<file path="src/rtl/mmap_arbiter.sv">
// Two-requester round-robin arbiter in front of a single command/response target.
// One transaction is in flight at a time, and a read that gets no answer times out.
module mmap_arbiter #(
    parameter int unsigned TIMEOUT_CYCLES = 1024,
    parameter logic [31:0] TIMEOUT_DATA   = 32'hDEADBEEF
) (
    input  logic        clk,
    input  logic        rst,

    input  logic        a_new_cmd,
    input  logic        a_write,
    input  logic [5:0]  a_cmd,
    input  logic [31:0] a_address,
    input  logic [31:0] a_data,
    output logic        a_busy,
    output logic [31:0] a_rdata,
    output logic        a_drdy,

    input  logic        b_new_cmd,
    input  logic        b_write,
    input  logic [5:0]  b_cmd,
    input  logic [31:0] b_address,
    input  logic [31:0] b_data,
    output logic        b_busy,
    output logic [31:0] b_rdata,
    output logic        b_drdy,

    output logic        t_new_cmd,
    output logic        t_write,
    output logic [5:0]  t_cmd,
    output logic [31:0] t_address,
    output logic [31:0] t_data,
    input  logic        t_busy,
    input  logic [31:0] t_rdata,
    input  logic        t_drdy,

    output logic        grant,
    output logic        timeout_err
);

    localparam int unsigned      CNT_W    = $clog2(TIMEOUT_CYCLES) + 1;
    localparam logic [CNT_W-1:0] CNT_LAST = CNT_W'(TIMEOUT_CYCLES - 1);
    localparam logic [CNT_W-1:0] CNT_MAX  = '1;

    typedef enum logic [1:0] {
        ST_IDLE,
        ST_ISSUE,
        ST_WAIT_READ
    } state_t;

    state_t             state_q;
    logic               prio_q;
    logic               grant_q;
    logic               t_new_cmd_q;
    logic               t_write_q;
    logic [5:0]         t_cmd_q;
    logic [31:0]        t_address_q;
    logic [31:0]        t_data_q;
    logic               timeout_err_q;
    logic [CNT_W-1:0]   cnt_q;
    logic [CNT_W-1:0]   cnt_d;

    // Requesters gathered into index-0 = A, index-1 = B form.
    logic [1:0]         req_new_cmd;
    logic [1:0]         req_write;
    logic [5:0]         req_cmd     [2];
    logic [31:0]        req_address [2];
    logic [31:0]        req_data    [2];

    assign req_new_cmd    = {b_new_cmd, a_new_cmd};
    assign req_write      = {b_write, a_write};
    assign req_cmd[0]     = a_cmd;
    assign req_cmd[1]     = b_cmd;
    assign req_address[0] = a_address;
    assign req_address[1] = b_address;
    assign req_data[0]    = a_data;
    assign req_data[1]    = b_data;

    logic               sel_new_cmd;
    logic               sel_write;
    logic [5:0]         sel_cmd;
    logic [31:0]        sel_address;
    logic [31:0]        sel_data;

    assign sel_new_cmd = req_new_cmd[prio_q];
    assign sel_write   = req_write[prio_q];
    assign sel_cmd     = req_cmd[prio_q];
    assign sel_address = req_address[prio_q];
    assign sel_data    = req_data[prio_q];

    // A response is delivered either on real data or on expiry; real data wins a tie.
    logic               in_wait;
    logic               resp_fire;
    logic [31:0]        resp_data;

    assign in_wait   = (state_q == ST_WAIT_READ);
    assign resp_fire = in_wait && (t_drdy || (cnt_q == CNT_LAST));
    assign resp_data = t_drdy ? t_rdata : TIMEOUT_DATA;
    assign cnt_d     = (cnt_q == CNT_MAX) ? cnt_q : cnt_q + CNT_W'(1);

    always_ff @(posedge clk) begin
        if (rst) begin
            state_q       <= ST_IDLE;
            prio_q        <= 1'b0;
            grant_q       <= 1'b0;
            t_new_cmd_q   <= 1'b0;
            t_write_q     <= 1'b0;
            t_cmd_q       <= '0;
            t_address_q   <= '0;
            t_data_q      <= '0;
            timeout_err_q <= 1'b0;
            cnt_q         <= '0;
        end else begin
            t_new_cmd_q   <= 1'b0;
            timeout_err_q <= 1'b0;
            case (state_q)
                ST_IDLE: begin
                    // The slot rotates every idle cycle whether or not it was taken.
                    prio_q <= ~prio_q;
                    if (sel_new_cmd) begin
                        t_write_q   <= sel_write;
                        t_cmd_q     <= sel_cmd;
                        t_address_q <= sel_address;
                        t_data_q    <= sel_data;
                        grant_q     <= prio_q;
                        state_q     <= ST_ISSUE;
                    end
                end
                ST_ISSUE: begin
                    if (!t_busy) begin
                        t_new_cmd_q <= 1'b1;
                        if (t_write_q) begin
                            state_q <= ST_IDLE;
                        end else begin
                            cnt_q   <= '0;
                            state_q <= ST_WAIT_READ;
                        end
                    end
                end
                ST_WAIT_READ: begin
                    if (t_drdy) begin
                        state_q <= ST_IDLE;
                    end else if (cnt_q == CNT_LAST) begin
                        timeout_err_q <= 1'b1;
                        state_q       <= ST_IDLE;
                    end else begin
                        cnt_q <= cnt_d;
                    end
                end
                default: state_q <= ST_IDLE;
            endcase
        end
    end

    logic [1:0]         busy_vec;
    logic [1:0]         drdy_vec;
    logic [31:0]        rdata_vec [2];

    generate
        for (genvar gi = 0; gi < 2; gi++) begin : g_req
            logic        drdy_q;
            logic [31:0] rdata_q;

            assign busy_vec[gi] = !((state_q == ST_IDLE) && (prio_q == 1'(gi)));

            always_ff @(posedge clk) begin
                if (rst) begin
                    drdy_q  <= 1'b0;
                    rdata_q <= '0;
                end else begin
                    drdy_q <= resp_fire && (grant_q == 1'(gi));
                    if (resp_fire && (grant_q == 1'(gi))) begin
                        rdata_q <= resp_data;
                    end
                end
            end

            assign drdy_vec[gi]  = drdy_q;
            assign rdata_vec[gi] = rdata_q;
        end
    endgenerate

    assign a_busy      = busy_vec[0];
    assign b_busy      = busy_vec[1];
    assign a_drdy      = drdy_vec[0];
    assign b_drdy      = drdy_vec[1];
    assign a_rdata     = rdata_vec[0];
    assign b_rdata     = rdata_vec[1];

    assign t_new_cmd   = t_new_cmd_q;
    assign t_write     = t_write_q;
    assign t_cmd       = t_cmd_q;
    assign t_address   = t_address_q;
    assign t_data      = t_data_q;
    assign grant       = grant_q;
    assign timeout_err = timeout_err_q;

endmodule

</file>
<file path="config.mk">
export PLATFORM = sky130hd
export DESIGN_NAME = mmap_arbiter
export DESIGN_NICKNAME = d
export VERILOG_FILES = /design/src/rtl/mmap_arbiter.sv
export SDC_FILE = /design/constraint.sdc
export NUM_CORES = 1
export LEC_CHECK = 0
export CAP_MARGIN = 20
export CORE_ASPECT_RATIO = 1.5
export CORE_UTILIZATION = 36
export DETAILED_ROUTE_END_ITERATION = 16
export PLACE_DENSITY_LB_ADDON = 0.12
export SLEW_MARGIN = 20
export SYNTH_ARGS = -nofsm -noshare
export SYNTH_HDL_FRONTEND = slang
export SYNTH_SLANG_ARGS = --single-unit
</file>
<file path="constraint.sdc">
create_clock -name clk -period 1.6 [get_ports clk]
set_input_delay 0.32 -clock clk [delete_from_list [all_inputs] [get_ports clk]]
set_output_delay 0.32 -clock clk [all_outputs]
set_load 0.005 [all_outputs]
</file>
Word level (Yosys, flattened, before mapping)
Index checks and enable logic that the tools add are counted.

storage, ports and cells
  bits of input ports = 180
  output and inout bits = 142
  register bits = 154
  word-level logic and storage cells = 76

cells by class
  bitwise operators = 5
  reduce and logical (&&, ||, !) cells = 15
  $add $sub $neg = 1
  multiplexer cells = 28
  $lt $le $gt $ge = 2
  equality and inequality tests = 11

operator list
  cell                                                                     count
  32-bit 2-to-1 mux                                                        7
  11-bit 2-to-1 mux                                                        5
  11-bit case mux with 2 select lines                                      1
  6-bit 2-to-1 mux                                                         3
  2-bit inequality test, second input constant                             6
  11-bit by 1-bit adder with 11-bit output, second input constant          1
  11-bit by 10-bit == test with 1-bit output, second input constant        1
  11-bit == test, second input constant                                    1
  2-bit 2-to-1 mux                                                         5
  1-bit 2-to-1 mux                                                         6
  2-bit case mux with 3 select lines                                       1
  6-bit AND reduction                                                      1
  1-bit logical AND                                                        5
  1-bit inverter                                                           4
  3-bit by 2-bit inequality test with 1-bit output, second input constant  1
  3-bit AND reduction                                                      1
  3-bit OR reduction                                                       1
  2-bit by 1-bit == test with 1-bit output, second input constant          1
  2-bit == test, second input constant                                     1
  2-bit greater-or-equal comparator, second input constant                 1
  1-bit zero test                                                          2
  2-bit zero test                                                          1
  1-bit by 2-bit < comparator with 1-bit output, second input constant     1
  1-bit inverter with 2-bit output                                         1
  4 further kinds                                                          4

Logic depth before layout (Yosys ltp)
Gate-level depths: netlist of run 1.

  depth after elaboration = 5
  depth in mapped cells = 7
  gate-level depth less buffers = 5

Worst setup path before layout of run 1
OpenSTA, ideal clock, no wires.

  path type = reg2reg
  from = register cnt_q[0]
  to = register g_req[0].rdata_q[8] (netlist: a_rdata[8])
  slack = -133 ps
  setup time = 132 ps
  cell stages (with the launch flop) = 8
  data arrival time = 1,601 ps
  period minus slack after synthesis = 1,733 ps
  data required time = 1,468 ps
  buffers on the path = 2
  path through = dfxtp_1 > ha_1 > nand3_1 > o41a_4 > buf_6 > buf_6 > o21ai_1 > a21oi_1

between the ends
  word-level cells in the longest chain between the ends = 4

RTL lines
  element                                     line  RTL
  start, declared                             60    logic [CNT_W-1:0] cnt_q;
  start signal, assigned                      147   cnt_q <= cnt_d;
  11-bit by 10-bit == test with 1-bit output  97    assign resp_fire = in_wait && (t_drdy || (cnt_q == CNT_LAST));
  1-bit logical OR                            97
  1-bit logical AND                           97
  1-bit logical AND                           172   if (resp_fire && (grant_q == 1'(gi))) begin
  end signal, assigned                        173   rdata_q <= resp_data;
  end, declared                               162   logic [31:0] rdata_q;

Every way passes these cells.
A chain may end at the register's enable or synchronous reset.

Final worst setup path of run 1
  from = register state_q[1]
  to = register cnt_q[0]

between the ends
  word-level cells in the longest chain between the ends = 3
  elaborated cells between the ends (all ways) = 10
  classes of those cells = eq/ne: 7; mux: 1; reduce/logical: 2

RTL lines
  element                                                                              line  RTL
  start, declared                                                                      51    state_t state_q;
  start signal, assigned                                                               103   state_q <= ST_IDLE;
  start signal, assigned                                                               126   state_q <= ST_ISSUE;
  start signal, assigned                                                               133   state_q <= ST_IDLE;
  2-bit == test / 2-bit by 1-bit == test with 1-bit output (equally long branches)     116   case (state_q)
  2-bit inequality test (no source line) / 2-bit nonzero test (equally long branches)  n/a
  6-bit AND reduction (no source line)                                                 n/a

Parallel ways exist; a longest one is shown, timed or not.

==> summary.txt, run 1 <==
Power and ir drop
  – Switching part of the total: 0.2760
  – Proportion of power drawn by combinational gates: 0.235
  – Pwr Density: 986.2 mW/mm2
  – Clock power share: 0.372
  – Sw Pwr: 3031 uW
  – Int Pwr: 7951 uW
  – Total power: approximately 11000 uW
  – Worst vdd ir: 0.8648 mV
  – Power share of the sequential group: 0.393
  – LEAKAGE: about 0.0053 uW

Worst setup path
  – CP startpoint kind: flip-flop
  – Critical Path RT: between 1500 and 2000 ps
  – Worst EP arrival: about 2000 ps
  – CP most frequent cell: a21oi_1
  – CP Cell Sequence: buf_6 > nor4b_4 > a21oi_1 > buf_4 > or4_1 > a21oi_1
  – CP max stage cell: or4_1
  – CP Max Fanout: 8
  – Crit Path Class: flip-flop to flip-flop
  – Worst path max stage delay: roughly 480 ps
  – Crit. End Element: flip-flop

Global route
  – GRT Util Overall: 0.2180
  – Largest net degree at the start of global routing: 72
  – Vias in the first global route: around 6100
  – First-pass GRT wire length: about 31000 um
  – GRT Residual Overflow: 0
  – Initial antenna violation count: 0

Synth
  – Synth area leaders: dfxtp_1 48%, mux2i_1 12%, a211oi_1 8.7%
  – Syn Inst Count: between 600 and 700
  – Primary FF master, synth: dfxtp_1
  – Area leader, netlist: dfxtp_1
  – Syn_nets: 861
  – Synth cell count leaders: 154 x dfxtp_1, 103 x nor2_1, 75 x mux2i_1
  – Most numerous cell in the Yosys netlist: dfxtp_1
  – Mapped cell area: 0.006399 mm2
  – EDFF count, synth: 0
  – Seq/Total Area, Yosys: 0.4818
  – Fraction of registers with async set/reset: 0
  – Synthesized area per cell: ~9.4 um2
  – YS warnings: 0
  – Yosys reg bits: 154
  – Share of the synthesized area in the top cell type: 0.4818
  – Netlist cell types: 46

Timing
  – Skew final: roughly 15 ps
  – Final setup violating endpoints: 2
  – Max-slew headroom: 0.6478
  – Final Hold Vio Count: 0
  – Minimum clock period: between 1500 and 2000 ps
  – Final WS setup: -55.59 ps
  – Slew @ Worst Pin: between 500 and 600 ps
  – RSZ-0062 raised after global routing: yes
  – Hold Slack: between 300 and 400 ps
  – Slew Limit Fails: 0
  – Max Freq: just over 0.6 GHz
  – Post-route setup TNS: -73.83 ps
  – Final period util: 1.035

Clock tree
  – Clk_lat worst skew: 410 ps
  – Root Buffer: clkbuf_16
  – CTS clk-pin slew, worst paths: roughly 60 ps
  – H-tree levels: 4
  – Clk sinks: roughly 150
  – Hold_buf cts: 0
  – CTS tree: yes
  – Cts bufs inserted: 17
  – Clock tree buffer depth: 2

Placement
  – GPL Wtd Cong: 0.8196
  – Post-Place Worst Slack: -384.1 ps
  – Post-DP HPWL: around 15000 um
  – Port Buffers: 321
  – Cell Area, Placed: 0.01019 mm2

Route
  – Antenna viol nets, final: 0
  – DRT iter0 DRCs: 277
  – Pre-antenna DRT Iters: 4
  – DRC: 0
  – Routed vias: 6336
  – DR WL/cell: ~16 um
  – Routed vias/inst: a little over 5
  – Final wirelength: roughly 21000 um

Final layout
  – Layout area overhead: 74.03%
  – Final Net Count: 1205
  – Fin area: 0.01114 mm2
  – Layout cells sized above 1: 0.1562
  – N_diodes: 0

Floorplan
  – Die W: 110.9 um
  – Rows: 59
  – IO Pins: ~320
  – Die ar.: around 0.018 mm2
  – Initial Utilization: 0.3688
  – Die Height: 165.3 um
  – Core ar.: 0.01735 mm2

Hold path
  – Hold crit path type: input port to flip-flop

Status
  – Failing checks: setup timing
  – Outcome: complete, but fails checks

Job
  – Max Cap Violations: 0
## power groups by stage
stage	clock, uW	combinational, uW	sequential (uW)
after floorplan	0	1100	4420
after global placement	0	2630	4390
after detailed placement	0	2640	4410
after CTS	4190	2550	4320
after global routing	4350	2810	4350
final	4090	2580	4310
## layer usage
metal  vias to the layer above  wire (um)  track usage
met5                         -          0            0
met4                         0        679      0.09333
met3                        37       1447      0.06752
met2                       246      10430       0.3907
met1                      2882       8020       0.2372
li1                       3171          -            -
## sequential cells by signal (all words and copies together), names as in the netlist, 2 cells and up
name	cells
a_rdata	32
t_address	32
b_rdata	32
state_q	2
t_cmd	6
cnt_q	11
t_data	32
## final timing paths
check / start / to / slack [ps] / cells after the start
max: state_q[1]$_SDFFE_PP0P_ / cnt_q[0]$_SDFFE_PP0P_ / -60 / 6
min: rst / grant$_SDFFE_PP0P_ / 370 / 2
max reg2reg: state_q[1]$_SDFFE_PP0P_ / cnt_q[0]$_SDFFE_PP0P_ / -60 / 6
min reg2reg: a_rdata[0]$_SDFFE_PP0P_ / a_rdata[0]$_SDFFE_PP0P_ / 460 / 1
## area by class of cell
class,instances,area (um2)
fill,1515,6212
timing repair buffer,383,3921
multi-input combinational,466,3223
sequential,154,3118
clock buffer,17,425.4
tap,213,266.5
clock inverter,15,173.9
inverter,2,7.507
## cells in the final DEF, fill, tap and decap left out, types with 3 or more instances in the layout
cell type          n
a211oi_1          61
nor2_4             3
clkinvlp_4         4
a211oi_2          13
nand3_2            3
nand2_1            7
nand3_1           17
nand2b_1           3
dfxtp_2           22
dfxtp_1          130
o21ai_2            3
nor2_1           100
clkdlybuf4s50_1  199
a21oi_1           71
or3_1              4
nand4_1            3
buf_6              7
buf_4             45
o21ai_1            4
inv_6              7
dlygate4sd2_1     61
o21a_1            48
o21ai_0           13
clkbuf_16         17
buf_12            11
dlymetal6s2s_1    58
mux2i_1           74
## what timing repair did
item                       4_1_cts  5_1_grt
cloned                           1        0
setup buffers                    3        5
setup endpoints to repair      114      185
pin swaps                        0        6
resized for setup               85      104
## metrics by stage
stage,utilization,cells
after floorplan,-,680
after global placement,0.5872,1209
after detailed placement,0.5872,1209
after CTS,0.6221,1245
after global routing,0.6419,1250
final,0.6419,1250
## cells by family after synthesis
family,synth area share
AO/OA/AOI/OAI,0.2298
AND/OR/NAND/NOR,0.1246
flip-flops,0.4818
multiplexers,0.1173
buffers and inverters,0.04458
adder cells (fa/ha/maj),0.001955
## critical path: cells and delay by family (launching register included)
family	cells	cell delay (ps)
AOI/OAI and AO/OA	2	190
buffers and inverters	2	290
DFF	1	360
and+or+nand+nor	2	740
Note: power is estimated with default switching activity, not from simulation.
==> run 2, diff against run 1 <==
--- a/config.mk
+++ b/config.mk
@@ -10,6 +10,7 @@
 export CORE_UTILIZATION = 36
 export DETAILED_ROUTE_END_ITERATION = 16
 export PLACE_DENSITY_LB_ADDON = 0.12
+export RECOVER_POWER = 25
 export SLEW_MARGIN = 20
 export SYNTH_ARGS = -nofsm -noshare
 export SYNTH_HDL_FRONTEND = slang
==> run 2 against run 1 <==
Against the previous run: the run still ends with setup timing left; utilization down 0.60 points; hold slack got worse by 3.4 ps; clock power hardly changed; highest routed layer unchanged.
==> summary.txt, run 2 (synthesized netlist as in run 1, its figures left out) <==
Power and ir drop
  – LEAKAGE: between 0.004 and 0.005 uW
  – Worst vdd ir: approximately 0.86 mV
  – Pwr Density: between 900 and 1000 mW/mm2

Placement
  – Placed insts: 1209
  – GPL Wtd Cong: approximately 0.8
  – Port Buffers: about 320
  – Post-DP HPWL: 14880 um

Floorplan
  – Core ar.: ~0.017 mm2
  – Initial Utilization: 0.3688
  – Rows: 59
  – Die W: ~110 um
  – Die Height: 165.3 um
  – Die ar.: ~0.018 mm2
  – IO Pins: between 300 and 400

Timing
  – Skew final: ~15 ps
  – Slew Limit Fails: 0
  – Final setup violating endpoints: 3
  – Final period util: 1.033
  – Max Freq: between 0.6 and 0.7 GHz
  – Final WS setup: -52.16 ps
  – RSZ-0062 raised after global routing: yes
  – Max-slew headroom: 0.6488
  – Final Hold Vio Count: 0
  – Slew @ Worst Pin: around 530 ps
  – Minimum clock period: between 1500 and 2000 ps
  – Post-route setup TNS: -79.89 ps

Final layout
  – Final Net Count: roughly 1200
  – N_diodes: 0
  – Most frequent cells in the layout: 199 x clkdlybuf4s50_1, 131 x dfxtp_1, 100 x nor2_1
  – Layout area overhead: 72.41%
  – Final core occ: 0.6359
  – Commonest non-fill, non-tap cell in the layout: clkdlybuf4s50_1
  – Layout cells sized above 1: 0.1553
  – Final Non-Filler Cells: between 1000 and 1500

Route
  – Final wirelength: 20500 um
  – Routed vias/inst: between 5 and 6
  – Pre-antenna DRT Iters: 5
  – DRT iter0 DRCs: 300
  – Routed vias: between 6000 and 7000
  – DR WL/cell: approximately 16 um
  – Antenna viol nets, final: 0
  – DRC: 0

Worst setup path
  – CP most frequent cell: a21oi_1
  – CP max stage cell: or4_1
  – CP Depth: 6
  – Worst path max stage delay: between 400 and 500 ps
  – CP Cell Sequence: buf_6 > nor4b_4 > a21oi_1 > buf_4 > or4_1 > a21oi_1
  – CP Max Fanout: 8
  – Critical Path RT: between 1500 and 2000 ps
  – CP startpoint kind: flip-flop
  – Crit Path Class: flip-flop to flip-flop
  – Crit. End Element: flip-flop
  – Worst EP arrival: about 2000 ps
  – Kind of cell adding the most delay to the critical path: simple AND/OR/NAND/NOR gates
  – Buf/Inv on CP: 2
  – R2R depth: 6

Clock tree
  – Root Buffer: clkbuf_16
  – Clk_lat worst skew: 420 ps
  – CTS clk-pin slew, worst paths: roughly 60 ps
  – CTS tree: yes
  – H-tree levels: 4
  – Clk sinks: 154
  – Clock tree buffer depth: 2
  – Cts bufs inserted: 17
  – Hold_buf cts: 0

Hold path
  – Hold crit path type: input port to flip-flop
  – Hold depth: 2

Status
  – Outcome: complete, but fails checks
  – Failing checks: setup timing

Global route
  – GRT Residual Overflow: 0
  – Vias in the first global route: around 6000
  – Largest net degree at the start of global routing: roughly 70
  – First-pass GRT wire length: 31440 um
  – GRT Util Overall: 0.2180
  – Initial antenna violation count: 0

Job
  – Max Cap Violations: 0
==> run 2: cell types whose count changed in the layout (fill, tap and decap cells not counted), sizes merged <==
cell and delta:
clkdlybuf4s25 +41, dlymetal6s2s -41
==> run 2: power breakdown <==
| part | internal, uW | switching (uW) | total, uW |
|---|---|---|---|
| sequential | 4160 | 161 | 4320 |
| combinational | 1440 | 1140 | 2580 |
| clock | 2360 | 1730 | 4090 |
==> run 2: worst paths after layout <==
kind                                   to                     from  slack, ps
setup / recovery    cnt_q[0]$_SDFFE_PP0P_  state_q[1]$_SDFFE_PP0P_        -50
hold / removal         grant$_SDFFE_PP0P_                      rst        370
setup reg to reg    cnt_q[0]$_SDFFE_PP0P_  state_q[1]$_SDFFE_PP0P_        -50
hold reg to reg   a_rdata[0]$_SDFFE_PP0P_  a_rdata[0]$_SDFFE_PP0P_        460
==> run 2: repair_timing <==
| action | 4_1_cts | 5_1_grt |
|---|---|---|
| setup endpoints to repair | 114 | 185 |
| gates resized for setup | 85 | 104 |
| pin swaps | 0 | 6 |
| cloned | 1 | 0 |
| buffers inserted | 3 | 5 |
==> run 2: layout make-up <==
class | count | area, um2
multi-input combinational | 466 | 3223
clock buffer | 17 | 425.4
fill | 1541 | 6316
clock inverter | 15 | 173.9
tap | 213 | 266.5
timing repair buffer | 383 | 3819
inverter | 2 | 7.507
sequential | 154 | 3117
==> run 2: worst reg2reg max path: stages, from the launching register on <==
cell and delay (ps):
dfxtp_4 360, buf_6 120, nor4b_4 260, a21oi_1 60, buf_4 170, or4_1 480
a21oi_1 130
==> run 2: per-stage QoR <==
| step | setup slack [ps] | total power, uW | area [um2] | hold slack (ps) |
|---|---|---|---|---|
| global placement | -391.2 | 7026 | 10190 | 444.8 |
| finish | -52.16 | 10990 | 11030 | 368.3 |
| floorplan | 7.789 | 5519 | 6419 | 397.1 |
| global route | -94.45 | 11510 | 11030 | 386.9 |
| CTS | -34.92 | 11050 | 10790 | 362.7 |
| detailed placement | -384.1 | 7046 | 10190 | 451.8 |
==> run 2: routing by layer <==
layer / vias to the layer above / GRT usage / wire (um)
met5: - / 0 / 0
li1: 3173 / - / -
met1: 2848 / 0.2372 / 7900
met4: 0 / 0.09333 / 639
met2: 247 / 0.3907 / 10470
met3: 35 / 0.06752 / 1491
